==> config.mk <==
export PLATFORM = sky130hd
export DESIGN_NAME = alarm_setter
export DESIGN_NICKNAME = d
export VERILOG_FILES = /design/src/rtl/alarm_setter_pkg.sv /design/src/rtl/alarm_setter_dim.sv /design/src/rtl/alarm_setter.sv
export SDC_FILE = /design/constraint.sdc
export NUM_CORES = 1
export LEC_CHECK = 0
export ABC_AREA = 1
export CAP_MARGIN = 10
export CORE_ASPECT_RATIO = 0.75
export CORE_MARGIN = 4
export CORE_UTILIZATION = 35
export DETAILED_ROUTE_END_ITERATION = 10
export PLACE_DENSITY_LB_ADDON = 0.08
export SLEW_MARGIN = 20
export SYNTH_ARGS = -nofsm -noshare
export SYNTH_HDL_FRONTEND = slang
export SYNTH_SLANG_ARGS = --single-unit
==> constraint.sdc <==
create_clock -name clk -period 7.1 [get_ports clk]
set_input_delay 0.71 -clock clk [delete_from_list [all_inputs] [get_ports clk]]
set_output_delay 0.71 -clock clk [all_outputs]
set_load 0.05 [all_outputs]
==> src/rtl/alarm_setter_pkg.sv <==
// Shared clock-system constants for the alarm editor: field codes, FSM
// states, live-bus slice positions, field limits and BCD conversion.
package alarm_setter_pkg;

  // edit_field encodings
  localparam logic [2:0] FLD_YEAR = 3'd0;
  localparam logic [2:0] FLD_MON  = 3'd1;
  localparam logic [2:0] FLD_DAY  = 3'd2;
  localparam logic [2:0] FLD_HOUR = 3'd3;
  localparam logic [2:0] FLD_MIN  = 3'd4;
  localparam logic [2:0] FLD_SEC  = 3'd5;
  localparam logic [2:0] FLD_IDLE = 3'd7;

  typedef enum logic [2:0] {
    S_IDLE   = 3'd0,
    S_E_YEAR = 3'd1,
    S_E_MON  = 3'd2,
    S_E_DAY  = 3'd3,
    S_E_HOUR = 3'd4,
    S_E_MIN  = 3'd5,
    S_E_SEC  = 3'd6,
    S_COMMIT = 3'd7
  } state_t;

  // bin_date = {year[22:10], month[9:6], spare[5], day[4:0]}
  localparam int DATE_YEAR_MSB  = 22;
  localparam int DATE_YEAR_LSB  = 10;
  localparam int DATE_MON_MSB   = 9;
  localparam int DATE_MON_LSB   = 6;
  localparam int DATE_DAY_MSB   = 4;
  localparam int DATE_DAY_LSB   = 0;
  // bin_watch = {hour[16:12], min[11:6], sec[5:0]}
  localparam int WATCH_HOUR_MSB = 16;
  localparam int WATCH_HOUR_LSB = 12;
  localparam int WATCH_MIN_MSB  = 11;
  localparam int WATCH_MIN_LSB  = 6;
  localparam int WATCH_SEC_MSB  = 5;
  localparam int WATCH_SEC_LSB  = 0;

  localparam logic [3:0] MON_MAX  = 4'd12;
  localparam logic [4:0] HOUR_MAX = 5'd23;
  localparam logic [5:0] MS_MAX   = 6'd59;

  // Field shown on edit_field for a given state; COMMIT reads as idle.
  function automatic logic [2:0] field_of(input state_t s);
    case (s)
      S_E_YEAR: return FLD_YEAR;
      S_E_MON:  return FLD_MON;
      S_E_DAY:  return FLD_DAY;
      S_E_HOUR: return FLD_HOUR;
      S_E_MIN:  return FLD_MIN;
      S_E_SEC:  return FLD_SEC;
      default:  return FLD_IDLE;
    endcase
  endfunction

  // Shift-add-3 binary to 4-digit BCD; inputs above 9999 never occur here.
  function automatic logic [15:0] bin2bcd(input logic [13:0] bin);
    logic [15:0] bcd;
    bcd = '0;
    for (int i = 13; i >= 0; i--) begin
      for (int d = 0; d < 4; d++) begin
        if (bcd[d*4 +: 4] >= 4'd5) bcd[d*4 +: 4] = bcd[d*4 +: 4] + 4'd3;
      end
      bcd = {bcd[14:0], bin[i]};
    end
    return bcd;
  endfunction

endpackage

==> src/rtl/alarm_setter_dim.sv <==
// Days-in-month lookup; February is 29 whenever year%4==0 (valid 2000-2099).
module alarm_dim (
  input  logic [3:0]  month,
  input  logic [13:0] year,
  output logic [4:0]  dim
);
  // Month-length table with the simple leap rule.
  always_comb begin
    case (month)
      4'd2:                     dim = (year[1:0] == 2'b00) ? 5'd29 : 5'd28;
      4'd4, 4'd6, 4'd9, 4'd11:  dim = 5'd30;
      default:                  dim = 5'd31;
    endcase
  end
endmodule

==> src/rtl/alarm_setter.sv <==
// Alarm time editor: seeds from the live buses, steps fields with wrap and
// calendar clamping, and commits all six BCD save_* fields on one edge.
module alarm_setter
  import alarm_setter_pkg::*;
#(
  parameter int          YEAR_MIN    = 2000,
  parameter int          YEAR_MAX    = 2099,
  parameter logic [31:0] TIMEOUT_CYC = 32'd500_000_000
) (
  input  logic        clk,
  input  logic        rst,
  input  logic        btn_mode,
  input  logic        btn_up,
  input  logic        btn_down,
  input  logic        btn_ok,
  input  logic        btn_cancel,
  input  logic        alarm_clear,
  input  logic [22:0] bin_date,
  input  logic [16:0] bin_watch,
  output logic [15:0] save_year,
  output logic [7:0]  save_mon,
  output logic [7:0]  save_day,
  output logic [7:0]  save_hour,
  output logic [7:0]  save_min,
  output logic [7:0]  save_sec,
  output logic        save_valid,
  output logic        armed,
  output logic        editing,
  output logic [2:0]  edit_field
);
  localparam logic [13:0] YMIN = 14'(YEAR_MIN);
  localparam logic [13:0] YMAX = 14'(YEAR_MAX);

  state_t      state, state_nxt;
  logic [13:0] ed_year, year_nxt, cand_year;
  logic [3:0]  ed_mon, mon_nxt, cand_mon;
  logic [4:0]  ed_day, day_nxt, cand_dim;
  logic [4:0]  ed_hour, hour_nxt;
  logic [5:0]  ed_min, min_nxt;
  logic [5:0]  ed_sec, sec_nxt;
  logic [31:0] tmo_cnt, cnt_nxt;

  // Raw live-bus fields and their sanitised seed values
  logic [13:0] raw_year, seed_year;
  logic [3:0]  raw_mon, seed_mon;
  logic [4:0]  raw_day, seed_day, raw_hour, seed_hour;
  logic [5:0]  raw_min, raw_sec, seed_min, seed_sec;

  assign raw_year = {1'b0, bin_date[DATE_YEAR_MSB:DATE_YEAR_LSB]};
  assign raw_mon  = bin_date[DATE_MON_MSB:DATE_MON_LSB];
  assign raw_day  = bin_date[DATE_DAY_MSB:DATE_DAY_LSB];
  assign raw_hour = bin_watch[WATCH_HOUR_MSB:WATCH_HOUR_LSB];
  assign raw_min  = bin_watch[WATCH_MIN_MSB:WATCH_MIN_LSB];
  assign raw_sec  = bin_watch[WATCH_SEC_MSB:WATCH_SEC_LSB];

  assign seed_year = (raw_year < YMIN || raw_year > YMAX) ? YMIN : raw_year;
  assign seed_mon  = (raw_mon == 4'd0 || raw_mon > MON_MAX) ? 4'd1 : raw_mon;
  assign seed_day  = (raw_day == 5'd0) ? 5'd1 :
                     (raw_day > cand_dim) ? cand_dim : raw_day;
  assign seed_hour = (raw_hour > HOUR_MAX) ? 5'd0 : raw_hour;
  assign seed_min  = (raw_min > MS_MAX) ? 6'd0 : raw_min;
  assign seed_sec  = (raw_sec > MS_MAX) ? 6'd0 : raw_sec;

  // A step only happens when no higher-priority button is present.
  logic in_edit, step_en, step_up, step_dn, tmo_hit;
  assign in_edit = state inside {S_E_YEAR, S_E_MON, S_E_DAY, S_E_HOUR, S_E_MIN, S_E_SEC};
  assign step_en = in_edit & ~btn_cancel & ~btn_ok & ~btn_mode;
  assign step_up = step_en & btn_up & ~btn_down;
  assign step_dn = step_en & btn_down & ~btn_up;
  assign tmo_hit = (tmo_cnt == TIMEOUT_CYC - 32'd1);

  // Candidate year/month for this edge; the day clamp is judged against these.
  always_comb begin
    cand_year = ed_year;
    cand_mon  = ed_mon;
    if (state == S_IDLE) begin
      cand_year = seed_year;
      cand_mon  = seed_mon;
    end else if (state == S_E_YEAR && step_up) begin
      cand_year = (ed_year >= YMAX) ? YMIN : ed_year + 14'd1;
    end else if (state == S_E_YEAR && step_dn) begin
      cand_year = (ed_year <= YMIN) ? YMAX : ed_year - 14'd1;
    end else if (state == S_E_MON && step_up) begin
      cand_mon = (ed_mon >= MON_MAX) ? 4'd1 : ed_mon + 4'd1;
    end else if (state == S_E_MON && step_dn) begin
      cand_mon = (ed_mon <= 4'd1) ? MON_MAX : ed_mon - 4'd1;
    end
  end

  alarm_dim u_dim (
    .month (cand_mon),
    .year  (cand_year),
    .dim   (cand_dim)
  );

  // Next-state, edit-buffer and idle-timeout decode with button priority.
  always_comb begin
    state_nxt = state;
    year_nxt  = ed_year;
    mon_nxt   = ed_mon;
    day_nxt   = ed_day;
    hour_nxt  = ed_hour;
    min_nxt   = ed_min;
    sec_nxt   = ed_sec;
    cnt_nxt   = '0;
    case (state)
      S_IDLE: begin
        if (btn_mode) begin
          state_nxt = S_E_YEAR;
          year_nxt  = cand_year;
          mon_nxt   = cand_mon;
          day_nxt   = seed_day;
          hour_nxt  = seed_hour;
          min_nxt   = seed_min;
          sec_nxt   = seed_sec;
        end
      end
      S_COMMIT: state_nxt = S_IDLE;
      default: begin
        if (btn_cancel)    state_nxt = S_IDLE;
        else if (btn_ok)   state_nxt = S_COMMIT;
        else if (btn_mode) state_nxt = (state == S_E_SEC) ? S_E_YEAR : state_t'(state + 3'd1);
        else if (btn_up || btn_down) begin
          year_nxt = cand_year;
          mon_nxt  = cand_mon;
          day_nxt  = (ed_day > cand_dim) ? cand_dim : ed_day;
          if (state == S_E_DAY && step_up) day_nxt = (ed_day >= cand_dim) ? 5'd1 : ed_day + 5'd1;
          if (state == S_E_DAY && step_dn) day_nxt = (ed_day <= 5'd1) ? cand_dim : ed_day - 5'd1;
          if (state == S_E_HOUR && step_up) hour_nxt = (ed_hour >= HOUR_MAX) ? 5'd0 : ed_hour + 5'd1;
          if (state == S_E_HOUR && step_dn) hour_nxt = (ed_hour == 5'd0) ? HOUR_MAX : ed_hour - 5'd1;
          if (state == S_E_MIN && step_up) min_nxt = (ed_min >= MS_MAX) ? 6'd0 : ed_min + 6'd1;
          if (state == S_E_MIN && step_dn) min_nxt = (ed_min == 6'd0) ? MS_MAX : ed_min - 6'd1;
          if (state == S_E_SEC && step_up) sec_nxt = (ed_sec >= MS_MAX) ? 6'd0 : ed_sec + 6'd1;
          if (state == S_E_SEC && step_dn) sec_nxt = (ed_sec == 6'd0) ? MS_MAX : ed_sec - 6'd1;
        end
        else if (tmo_hit)  state_nxt = S_IDLE;
        else               cnt_nxt = tmo_cnt + 32'd1;
      end
    endcase
  end

  // BCD images of the edit buffer, captured into save_* at commit
  logic [15:0] bcd_year, bcd_mon, bcd_day, bcd_hour, bcd_min, bcd_sec;
  assign bcd_year = bin2bcd(ed_year);
  assign bcd_mon  = bin2bcd({10'd0, ed_mon});
  assign bcd_day  = bin2bcd({9'd0, ed_day});
  assign bcd_hour = bin2bcd({9'd0, ed_hour});
  assign bcd_min  = bin2bcd({8'd0, ed_min});
  assign bcd_sec  = bin2bcd({8'd0, ed_sec});

  logic unused_bits;
  assign unused_bits = &{1'b0, bin_date[5], bcd_mon[15:8], bcd_day[15:8],
                         bcd_hour[15:8], bcd_min[15:8], bcd_sec[15:8]};

  // State, edit buffer, timeout and registered outputs.
  always_ff @(posedge clk) begin
    if (!rst) begin
      state      <= S_IDLE;
      ed_year    <= YMIN;
      ed_mon     <= 4'd1;
      ed_day     <= 5'd1;
      ed_hour    <= 5'd0;
      ed_min     <= 6'd0;
      ed_sec     <= 6'd0;
      tmo_cnt    <= '0;
      save_year  <= '0;
      save_mon   <= '0;
      save_day   <= '0;
      save_hour  <= '0;
      save_min   <= '0;
      save_sec   <= '0;
      save_valid <= 1'b0;
      armed      <= 1'b0;
      editing    <= 1'b0;
      edit_field <= FLD_IDLE;
    end else begin
      state      <= state_nxt;
      ed_year    <= year_nxt;
      ed_mon     <= mon_nxt;
      ed_day     <= day_nxt;
      ed_hour    <= hour_nxt;
      ed_min     <= min_nxt;
      ed_sec     <= sec_nxt;
      tmo_cnt    <= cnt_nxt;
      editing    <= state_nxt inside {S_E_YEAR, S_E_MON, S_E_DAY, S_E_HOUR, S_E_MIN, S_E_SEC};
      edit_field <= field_of(state_nxt);
      save_valid <= (state == S_COMMIT);
      if (state == S_COMMIT) begin
        save_year <= bcd_year;
        save_mon  <= bcd_mon[7:0];
        save_day  <= bcd_day[7:0];
        save_hour <= bcd_hour[7:0];
        save_min  <= bcd_min[7:0];
        save_sec  <= bcd_sec[7:0];
        armed     <= 1'b1;
      end else if (alarm_clear) begin
        armed <= 1'b0;
      end
    end
  end

endmodule

==> metrics.yaml, run 1 <==
critical_path.startpoint_type: "flop"
fp.dieW_um: 213
fin_skew_ns: 0.00949
wl_per_cell_um: 14.8
setup-violations-final: 0
synth_top_flop_cell: "dfxtp_1"
dr.pass1.iters: 5
start_util: 0.354
crit_fanout: 5
drv_cap: 0
timing.final.crit_share: 0.948
min_path_type: "flop to flop"
crit_path_end_kind: "flop"
place.port_buffers: 99
period_minus_slack_ns: 6.73
finalNetCount: 1954
ff2ff_setup_slack_ns: 0.37
place_congestion: 0.856
worst_ep_arrival_time_ns: 7.05
grt_first_pass_wirelength_mm: 53.9
critical_path.max_stage_delay_ns: 0.33
maxClockFrequency_mhz: 149
outcome: "finished, final reports clean"
wirelength_mm: 33.2
finalHoldViolCount: 0
first_global_vias: 10571
worst_slack_ns: 0.372
die_y_um: 162
cts_sinks: 128
diodes: 0
synth_area_leader_cell: "dfxtp_1"
h-tree-depth: 4
vias_per_cell: 5.07
netlist_top_cells_area: "dfxtp_1 (23%), nand2_1 (12%), ha_1 (8.7%)"
ant_nets: 0
place_ws_ns: -0.205
syn_inst: 1699
synthArstFlopShare: 0
crit_path_top_delay_cell: "dfxtp_2"
finish.utilization: 0.436
tightest_slew_ns: 0.834
antenna_found_initial: 0
synth_edf_count: 0
synth.distinct_cells: 58
first_iter_violations: 871
area_delta_synth_final_pct: 23.3
syn_area_um2: 11000
num_rows: 56
tritoncts: "built"
dpl.hpwl_mm: 24.9
timing.hold.ws_ns: 0.459
grt_max_degree: 43
crit_type: "flop to flop"
ys_ff_latch: 128
fillers: 3269
die_area_um2: 34500
numCtsBuffers: 17
grtUsageTotal: 0.190
drive_above_1_share: 0.144
clk_latency_ns: 0.44
maxSlewHeadroom: 0.440
core_area_um2: 31200
synthTopCellsByCount: "nand2_1 (362), inv_1 (230), nor2_1 (132)"
clockBufferDepth: 2
drc: 0
slew_violations: 0
ios: 110
avgSynthCellArea_um2: 6.50
path_common_cell: "nand2_2"
vias: 11390
seq_area_frac_synth: 0.232
grt_remaining_overflow: 0
synth_most_common_cell: "nand2_1"
cts_root_buffer: "clkbuf_16"
yosysWarningCount: 0
clk_pin_slew_ns: 0.07
required_ns: 7.42
synth_top_area_frac: 0.232
-- per-layer routing --
layer	global-route usage	up-vias	part of all wire
li1	-	5951	-
met2	0.290	218	0.42
met3	0.0365	20	0.047
met5	0	-	0
met4	0.0366	0	0.0088
met1	0.281	5201	0.52
-- logic make-up (layout without fill, tap and decap cells) --
group / Yosys count / in the layout / synth area share
other: 1 / 9 / 0.000340
buffers and inverters: 297 / 432 / 0.105
AOI/OAI and AO/OA: 353 / 353 / 0.198
and+or+nand+nor: 806 / 806 / 0.347
adders and majority gates: 77 / 77 / 0.0873
xor gates and xnor gates: 37 / 37 / 0.0300
DFF: 128 / 128 / 0.232
-- cell type report --
type                       instances  area, µm²  share of cell area
inverter                         251        945              0.0694
tap                              406        508              0.0373
multi-input combinational       1282       7650               0.562
clock inverter                    15        140              0.0103
clock buffer                      17        425              0.0313
sequential                       128       2560               0.188
timing repair buffer             149       1380               0.101
-- stage by stage --
step	area (µm²)	setup TNS [ns]	cells
after floorplan	11100	0	1707
after global placement	12500	0	2188
after detailed placement	12500	-0.394	2188
after CTS	13100	0	2223
after global routing	13600	-0.310	2248
final	13600	0	2248
-- flip-flops by register name (all words and copies together) (netlist names) --
name,cells
armed,1
ed_day,5
ed_hour,5
ed_min,6
ed_mon,4
ed_sec,6
ed_year,14
edit_field,3
editing,1
save_day,6
save_hour,6
save_min,7
save_mon,5
save_sec,7
save_valid,1
save_year,16
state,3
tmo_cnt,32
-- final timing paths --
path,startpoint,end,cells after the start
setup / recovery,ed_year[12],save_year[14],59
hold / removal,save_sec[2],save_sec[2],2
hold reg to reg,save_sec[2],save_sec[2],2
setup reg to reg,ed_year[12],save_year[14],59
-- cell usage in the layout (no fill, tap or decap), types with 17 or more instances in the layout --
cell type        Yosys  layout
a31oi_1             17      17
ha_1                77      71
inv_2               14      23
o211ai_1            20      20
buf_4                9      47
nand3_2             18      22
clkdlybuf4s50_1      0      99
nand3_1            112     103
nand4_1             43      43
nand2_1            362     338
nand2_4             15      31
o21ai_0            115     115
a21oi_1            103     103
nand2_2             56      64
inv_1              230     221
nor2_1             132     129
dfxtp_1            128     127
clkbuf_16            0      17
xor2_1              32      31
nor3_1              34      34
-- critical path, delay by kind of cell (launching register included) --
kind,cells,cell delay (ns)
adders and majority gates,8,1.36
AOI/OAI and AO/OA,4,0.58
DFF,1,0.33
buffers and inverters,10,0.80
and+or+nand+nor,36,3.33
xor gates and xnor gates,1,0.19
-- timing repair --
action | CTS | global route
setup buffers | 3 | 25
pin swaps | 4 | 52
hold buffers | 0 | 0
setup endpoints to repair | 2 | 11
gates cloned | 0 | 0
gates resized for setup | 13 | 71
Power of run 1 is not shown: default switching activity piles up to over one toggle a cycle in this logic, so the estimate is an artifact.
==> run 2: changes to the inputs <==
--- a/config.mk
+++ b/config.mk
@@ -9,7 +9,7 @@
 export CAP_MARGIN = 10
 export CORE_ASPECT_RATIO = 0.75
 export CORE_MARGIN = 4
-export CORE_UTILIZATION = 35
+export CORE_UTILIZATION = 34
 export DETAILED_ROUTE_END_ITERATION = 10
 export PLACE_DENSITY_LB_ADDON = 0.08
 export SLEW_MARGIN = 20
==> run 2 against run 1 <==
Sequential share of layout area fell by 0.090 points. Hold slack got worse by 0.0081 ns. Worst setup slack got worse by 0.00066 ns. Die area rose by 2.8%. Global-route usage fell by 0.77 points. Cell count rose by 1.5%. Final area rose by 0.62%. Core utilization fell by 0.31 points. Critical endpoint unchanged.
==> metrics.yaml, run 2 (synthesis results as in run 1) <==
clockBufferDepth: 2  # unchanged
seq_area_um2: 2570  # +0.15%
place_congestion: 0.887  # +3.6%
grt_remaining_overflow: 0  # unchanged
maxClockFrequency_mhz: 149  # about the same
die_area_um2: 35400  # +2.8%
whs_path_depth: 2  # unchanged
core_area_um2: 31600  # +1.3%
crit_path_end_kind: "flop"
place.port_buffers: 99  # unchanged
worst_ep_arrival_time_ns: 7.05  # about the same
path_buf_inv: 10  # unchanged
first_global_vias: 10380  # -1.8%
ff2ff_setup_slack_ns: 0.37  # about the same
place_area_um2: 12600  # +0.33%
start_util: 0.349  # -0.00471
setup-violations-final: 0  # unchanged
crit_type: "flop to flop"
stdcell_count: 2282  # +1.5%
outcome: "finished, final reports clean"
vias: 11479  # +0.78%
power_switching_uw: 4310
crit_path_top_delay_cell: "dfxtp_4"
finalNetCount: 1958  # +0.20%
dp.cells: 2216  # +1.3%
multi_input_area_um2: 7620  # -0.39%
regMostFlops: "tmo_cnt"
area_delta_synth_final_pct: 24.1
tritoncts: "built"
fp.dieW_um: 216  # +1.4%
grt_max_degree: 43  # unchanged
path_common_cell: "nand2_4"
reg.largest.list: "tmo_cnt: 32 flops, save_year: 16 flops, ed_year: 14 flops"
holdCritStartpoint: "save_sec[2]"
switching_share: 0.558
period_minus_slack_ns: 6.73  # +0.000658 ns
antenna_found_initial: 1  # +1
drive_above_1_share: 0.144  # -0.000313
power_frac_seq: 0.107
tightest_slew_ns: 0.829  # -0.00502 ns
slew_violations: 0  # unchanged
clockPowerShare: 0.119
layout_commonest_cell: "nand2_1"
clk_pin_slew_ns: 0.06  # about the same
numCtsBuffers: 17  # unchanged
m1WireLength_mm: 17.0  # -1.9%
largest_reg_flops: 32  # unchanged
min_path_type: "flop to flop"
wirelength_mm: 33.0  # -0.57%
r2r-start: "ed_year[11]"
dr.pass1.iters: 6  # +1
crit_fanout: 6  # +1
cpLargestDelayFamily: "simple AND/OR/NAND/NOR gates"
cts_hold_buffers: 0  # unchanged
clk_latency_ns: 0.44  # about the same
timing.final.crit_share: 0.948  # about the same
die_y_um: 164  # +1.4%
power.internal_uw: 3420
grt_first_pass_wirelength_mm: 53.2  # -1.2%
wl_per_cell_um: 14.5  # -2.1%
irDropWorstVdd_mv: 0.627
layout_common_cells: "nand2_1 (340), inv_1 (222), nor2_1 (130)"
critical_path.startpoint_type: "flop"
maxSlewHeadroom: 0.444  # +0.00421
fin_skew_ns: 0.0114  # +0.00191 ns
highest_layer: "met4"
vias_per_cell: 5.03  # -0.72%
stdcell_area_um2: 13700  # +0.62%
ios: 110  # unchanged
required_ns: 7.42  # about the same
route.met2.wl_mm: 14.0  # -0.18%
first_iter_violations: 825  # -5.3%
num_rows: 56  # unchanged
drv_cap: 0  # unchanged
worstRegToRegCells: 60  # +1.7%
ant_nets: 0  # unchanged
p_comb_frac: 0.774
rr_endpoint: "save_year[14]"
drc: 0  # unchanged
grtUsageTotal: 0.183  # -0.00771
finalHoldViolCount: 0  # unchanged
h-tree-depth: 4  # unchanged
cts_sinks: 128  # unchanged
cts_root_buffer: "clkbuf_16"
holdPathEnd: "save_sec[2]"
finish.utilization: 0.433  # -0.00311
dpl.hpwl_mm: 24.8  # -0.54%
powerDensity_nw_per_um2: 564
critical_path.max_stage_delay_ns: 0.36  # +0.03 ns
fillers: 3288  # +0.58%
wl_met3_mm: 1.52  # -2.6%
power_leakage_uw: 0.00611
-- run 2: cell types whose count changed in the layout (fill, tap and decap cells not counted), moves of 2 or more --
cell       before  now
inv_8           5    1
nand2_1       338  340
bufinv_16       0    2
nand2_4        31   28
clkinv_2        0    2
inv_2          23   20
buf_4          47   51
-- run 2: final cells by class --
class | instances | area share
inverter | 251 | 0.0694
timing repair buffer | 153 | 0.103
clock inverter | 13 | 0.0110
multi-input combinational | 1282 | 0.556
sequential | 128 | 0.188
clock buffer | 19 | 0.0323
tap | 435 | 0.0397
antenna | 1 | 0.000183
-- run 2: worst min-delay path, delay by kind of cell, from the launching register on --
kind	cells	cell delay, ns
simple gates	2	0.10
flops	1	0.31
-- run 2: stage by stage --
step / setup slack, ns / hold WS (ns) / power (µW) / setup TNS [ns]
3_5_place_dp: -0.183 / 0.445 / 6400 / -0.364
2_1_floorplan: 0.120 / 0.430 / 5480 / 0
4_1_cts: 0.00755 / 0.458 / 7370 / 0
6_report: 0.372 / 0.451 / 7730 / 0
3_3_place_gp: -0.0365 / 0.439 / 6300 / -0.0714
5_1_grt: -0.148 / 0.469 / 8710 / -0.407
-- run 2: timing repair --
action | CTS | global route
resized for setup | 13 | 65
pin swaps | 3 | 53
buffers inserted | 1 | 32
endpoints found under the setup margin | 2 | 11
-- run 2: power by group through the flow --
stage,sequential (µW),combinational [µW],clock [µW]
5_1_grt,832,6900,976
2_1_floorplan,817,4670,0
6_report,825,5990,918
3_3_place_gp,839,5460,0
4_1_cts,823,5610,946
3_5_place_dp,839,5560,0
-- run 2: routing by layer --
| metal | vias to the layer above | GRT usage |
|---|---|---|
| li1 | 5985 | - |
| met1 | 5223 | 0.268 |
| met2 | 241 | 0.280 |
| met3 | 30 | 0.0289 |
| met4 | 0 | 0.0468 |
| met5 | - | 0 |
-- run 2: worst max-delay path by stage --
| stage | slack [ns] | endpoint | from | depth (start not counted) |
|---|---|---|---|---|
| 3_3_place_gp | -0.04 | save_year[14] | ed_year[12] | 58 |
| 2_1_floorplan | 0.12 | save_year[14] | ed_year[12] | 58 |
| 5_1_grt | -0.15 | save_year[13] | ed_year[11] | 62 |
| 4_1_cts | 0.008 | save_year[13] | ed_year[12] | 60 |
| 6_report | 0.37 | save_year[14] | ed_year[11] | 60 |
| 3_5_place_dp | -0.18 | save_year[13] | ed_year[11] | 58 |
Power figures use the tool's default switching activity.
==> run 3: changes to the inputs <==
--- a/config.mk
+++ b/config.mk
@@ -6,12 +6,13 @@
 export NUM_CORES = 1
 export LEC_CHECK = 0
 export ABC_AREA = 1
-export CAP_MARGIN = 10
+export CAP_MARGIN = 20
 export CORE_ASPECT_RATIO = 0.75
 export CORE_MARGIN = 4
 export CORE_UTILIZATION = 34
 export DETAILED_ROUTE_END_ITERATION = 10
 export PLACE_DENSITY_LB_ADDON = 0.08
+export SETUP_SLACK_MARGIN = 0.05
 export SLEW_MARGIN = 20
 export SYNTH_ARGS = -nofsm -noshare
 export SYNTH_HDL_FRONTEND = slang
==> run 3 against run 2 <==
Cell count about the same. Combinational power about the same. Clock power about the same. Final area up 0.20%. Largest cell class unchanged. Largest power group unchanged. Highest routed layer unchanged.
==> metrics.yaml, run 3 (synthesis results as in run 1) <==
reg.largest.list: "tmo_cnt: 32 flops, save_year: 16 flops, ed_year: 14 flops"
grt_max_degree: 43  # unchanged
switching_share: 0.559  # +0.000629
grt_remaining_overflow: 0  # unchanged
maxClockFrequency_mhz: 150  # +0.93%
drive_above_1_share: 0.147  # +0.00255
clk_pin_slew_ns: 0.06  # about the same
drv_cap: 0  # unchanged
critical_path.startpoint_type: "flop"
finalHoldViolCount: 0  # unchanged
dr.pass1.iters: 5  # -1
critical_path.max_stage_delay_ns: 0.36  # about the same
seq_area_um2: 2570  # unchanged
worst_ep_arrival_time_ns: 6.99  # -0.06 ns
setup-violations-final: 0  # unchanged
drc: 0  # unchanged
wirelength_mm: 33.2  # +0.59%
irDropWorstVdd_mv: 0.613  # -2.2%
slew_violations: 0  # unchanged
outcome: "finished, final reports clean"
tritoncts: "built"
worst_slack_ns: 0.433  # +0.0619 ns
fin_tns_setup_ns: 0  # unchanged
power_switching_uw: 4320  # +0.10%
power_leakage_uw: 0.00612  # +0.17%
wl_per_cell_um: 14.5  # +0.50%
vias: 11499  # +0.17%
crit_type: "flop to flop"
min_path_type: "flop to flop"
place_congestion: 0.887  # unchanged
ios: 110  # unchanged
timing.final.crit_share: 0.939  # -0.00872
place.port_buffers: 99  # unchanged
finalNetCount: 1960  # +0.10%
clockBufferDepth: 2  # unchanged
grt_first_pass_wirelength_mm: 53.3  # +0.17%
cts_sinks: 128  # unchanged
start_util: 0.349  # unchanged
die_y_um: 164  # unchanged
layout_common_cells: "nand2_1 (341), inv_1 (221), nor2_1 (129)"
cpLargestDelayFamily: "simple AND/OR/NAND/NOR gates"
regMostFlops: "tmo_cnt"
crit_path_end_kind: "flop"
largest_reg_flops: 32  # unchanged
first_iter_violations: 800  # -3.0%
power.internal_uw: 3410  # -0.15%
path_common_cell: "nand2_2"
fp.dieW_um: 216  # unchanged
tightest_slew_ns: 0.847  # +0.0183 ns
antenna_found_initial: 1  # unchanged
die_area_um2: 35400  # unchanged
clk_latency_ns: 0.44  # about the same
core_area_um2: 31600  # unchanged
cts_root_buffer: "clkbuf_16"
p_comb_frac: 0.774  # about the same
ant_nets: 0  # unchanged
stdcell_area_um2: 13700  # +0.20%
required_ns: 7.42  # about the same
period_minus_slack_ns: 6.67  # -0.0619 ns
fillers: 3286  # -0.061%
power_frac_seq: 0.107  # about the same
dpl.hpwl_mm: 24.8  # unchanged
place_area_um2: 12600  # unchanged
crit_fanout: 6  # unchanged
first_global_vias: 10415  # +0.34%
path_buf_inv: 8  # -2
crit_path_top_delay_cell: "dfxtp_4"
numCtsBuffers: 17  # unchanged
clockPowerShare: 0.119  # about the same
grtUsageTotal: 0.183  # +0.000276
num_rows: 56  # unchanged
place_ws_ns: -0.183  # unchanged
h-tree-depth: 4  # unchanged
layout_commonest_cell: "nand2_1"
maxSlewHeadroom: 0.432  # -0.0122
powerDensity_nw_per_um2: 563  # -0.21%
vias_per_cell: 5.03  # about the same
area_delta_synth_final_pct: 24.3
multi_input_area_um2: 7630  # +0.16%
fin_skew_ns: 0.0122  # +0.000779 ns
## run 3: cell count changes in the layout (fill, tap and decap cells not counted), sizes merged
cell / previous run / this run
buf: 54 / 56
## run 3: final timing paths
kind	endpoint	slack [ns]	depth (start not counted)	start
hold / removal	save_sec[2]	0.45	2	save_sec[2]
setup / recovery	save_year[14]	0.43	56	ed_year[11]
hold reg to reg	save_sec[2]	0.45	2	save_sec[2]
setup reg to reg	save_year[14]	0.43	56	ed_year[11]
## run 3: cell type report
class | instances | area share
timing repair buffer | 155 | 0.104
clock inverter | 13 | 0.0109
antenna | 1 | 0.000182
clock buffer | 19 | 0.0323
multi-input combinational | 1282 | 0.556
tap | 435 | 0.0397
inverter | 251 | 0.0693
sequential | 128 | 0.187
## run 3: routing by layer
metal / track usage / part of all wire
met1: 0.268 / 0.52
met2: 0.281 / 0.43
met3: 0.0289 / 0.042
met4: 0.0468 / 0.015
met5: 0 / 0
## run 3: power by group through the flow
stage / sequential, µW / clock, µW / combinational [µW]
3_5_place_dp: 839 / 0 / 5560
2_1_floorplan: 817 / 0 / 4670
5_1_grt: 833 / 976 / 6890
3_3_place_gp: 839 / 0 / 5460
6_report: 826 / 918 / 5980
4_1_cts: 823 / 946 / 5610
## run 3: timing repair
| action | 4_1_cts | 5_1_grt |
|---|---|---|
| hold buffers | 0 | 0 |
| endpoints found under the setup margin | 2 | 11 |
| pin swaps | 7 | 51 |
| gates resized for setup | 15 | 66 |
| gates cloned | 0 | 0 |
| setup buffers | 3 | 32 |
## run 3: worst reg2reg max path, delay by kind of cell (launching register included)
kind	cells	cell delay, ns
AND/OR/NAND/NOR	36	3.84
adder cells (fa/ha/maj)	8	1.33
buffers and inverters	8	0.61
flip-flops	1	0.36
AO/OA/AOI/OAI	3	0.34
XOR/XNOR	1	0.07
## run 3: per-stage QoR
step	hold slack, ns	total power, µW	instances	util
floorplan	0.430	5480	1707	-
global placement	0.439	6300	2216	0.397
detailed placement	0.445	6400	2216	0.397
CTS	0.458	7380	2251	0.418
global route	0.469	8700	2284	0.434
finish	0.451	7730	2284	0.434
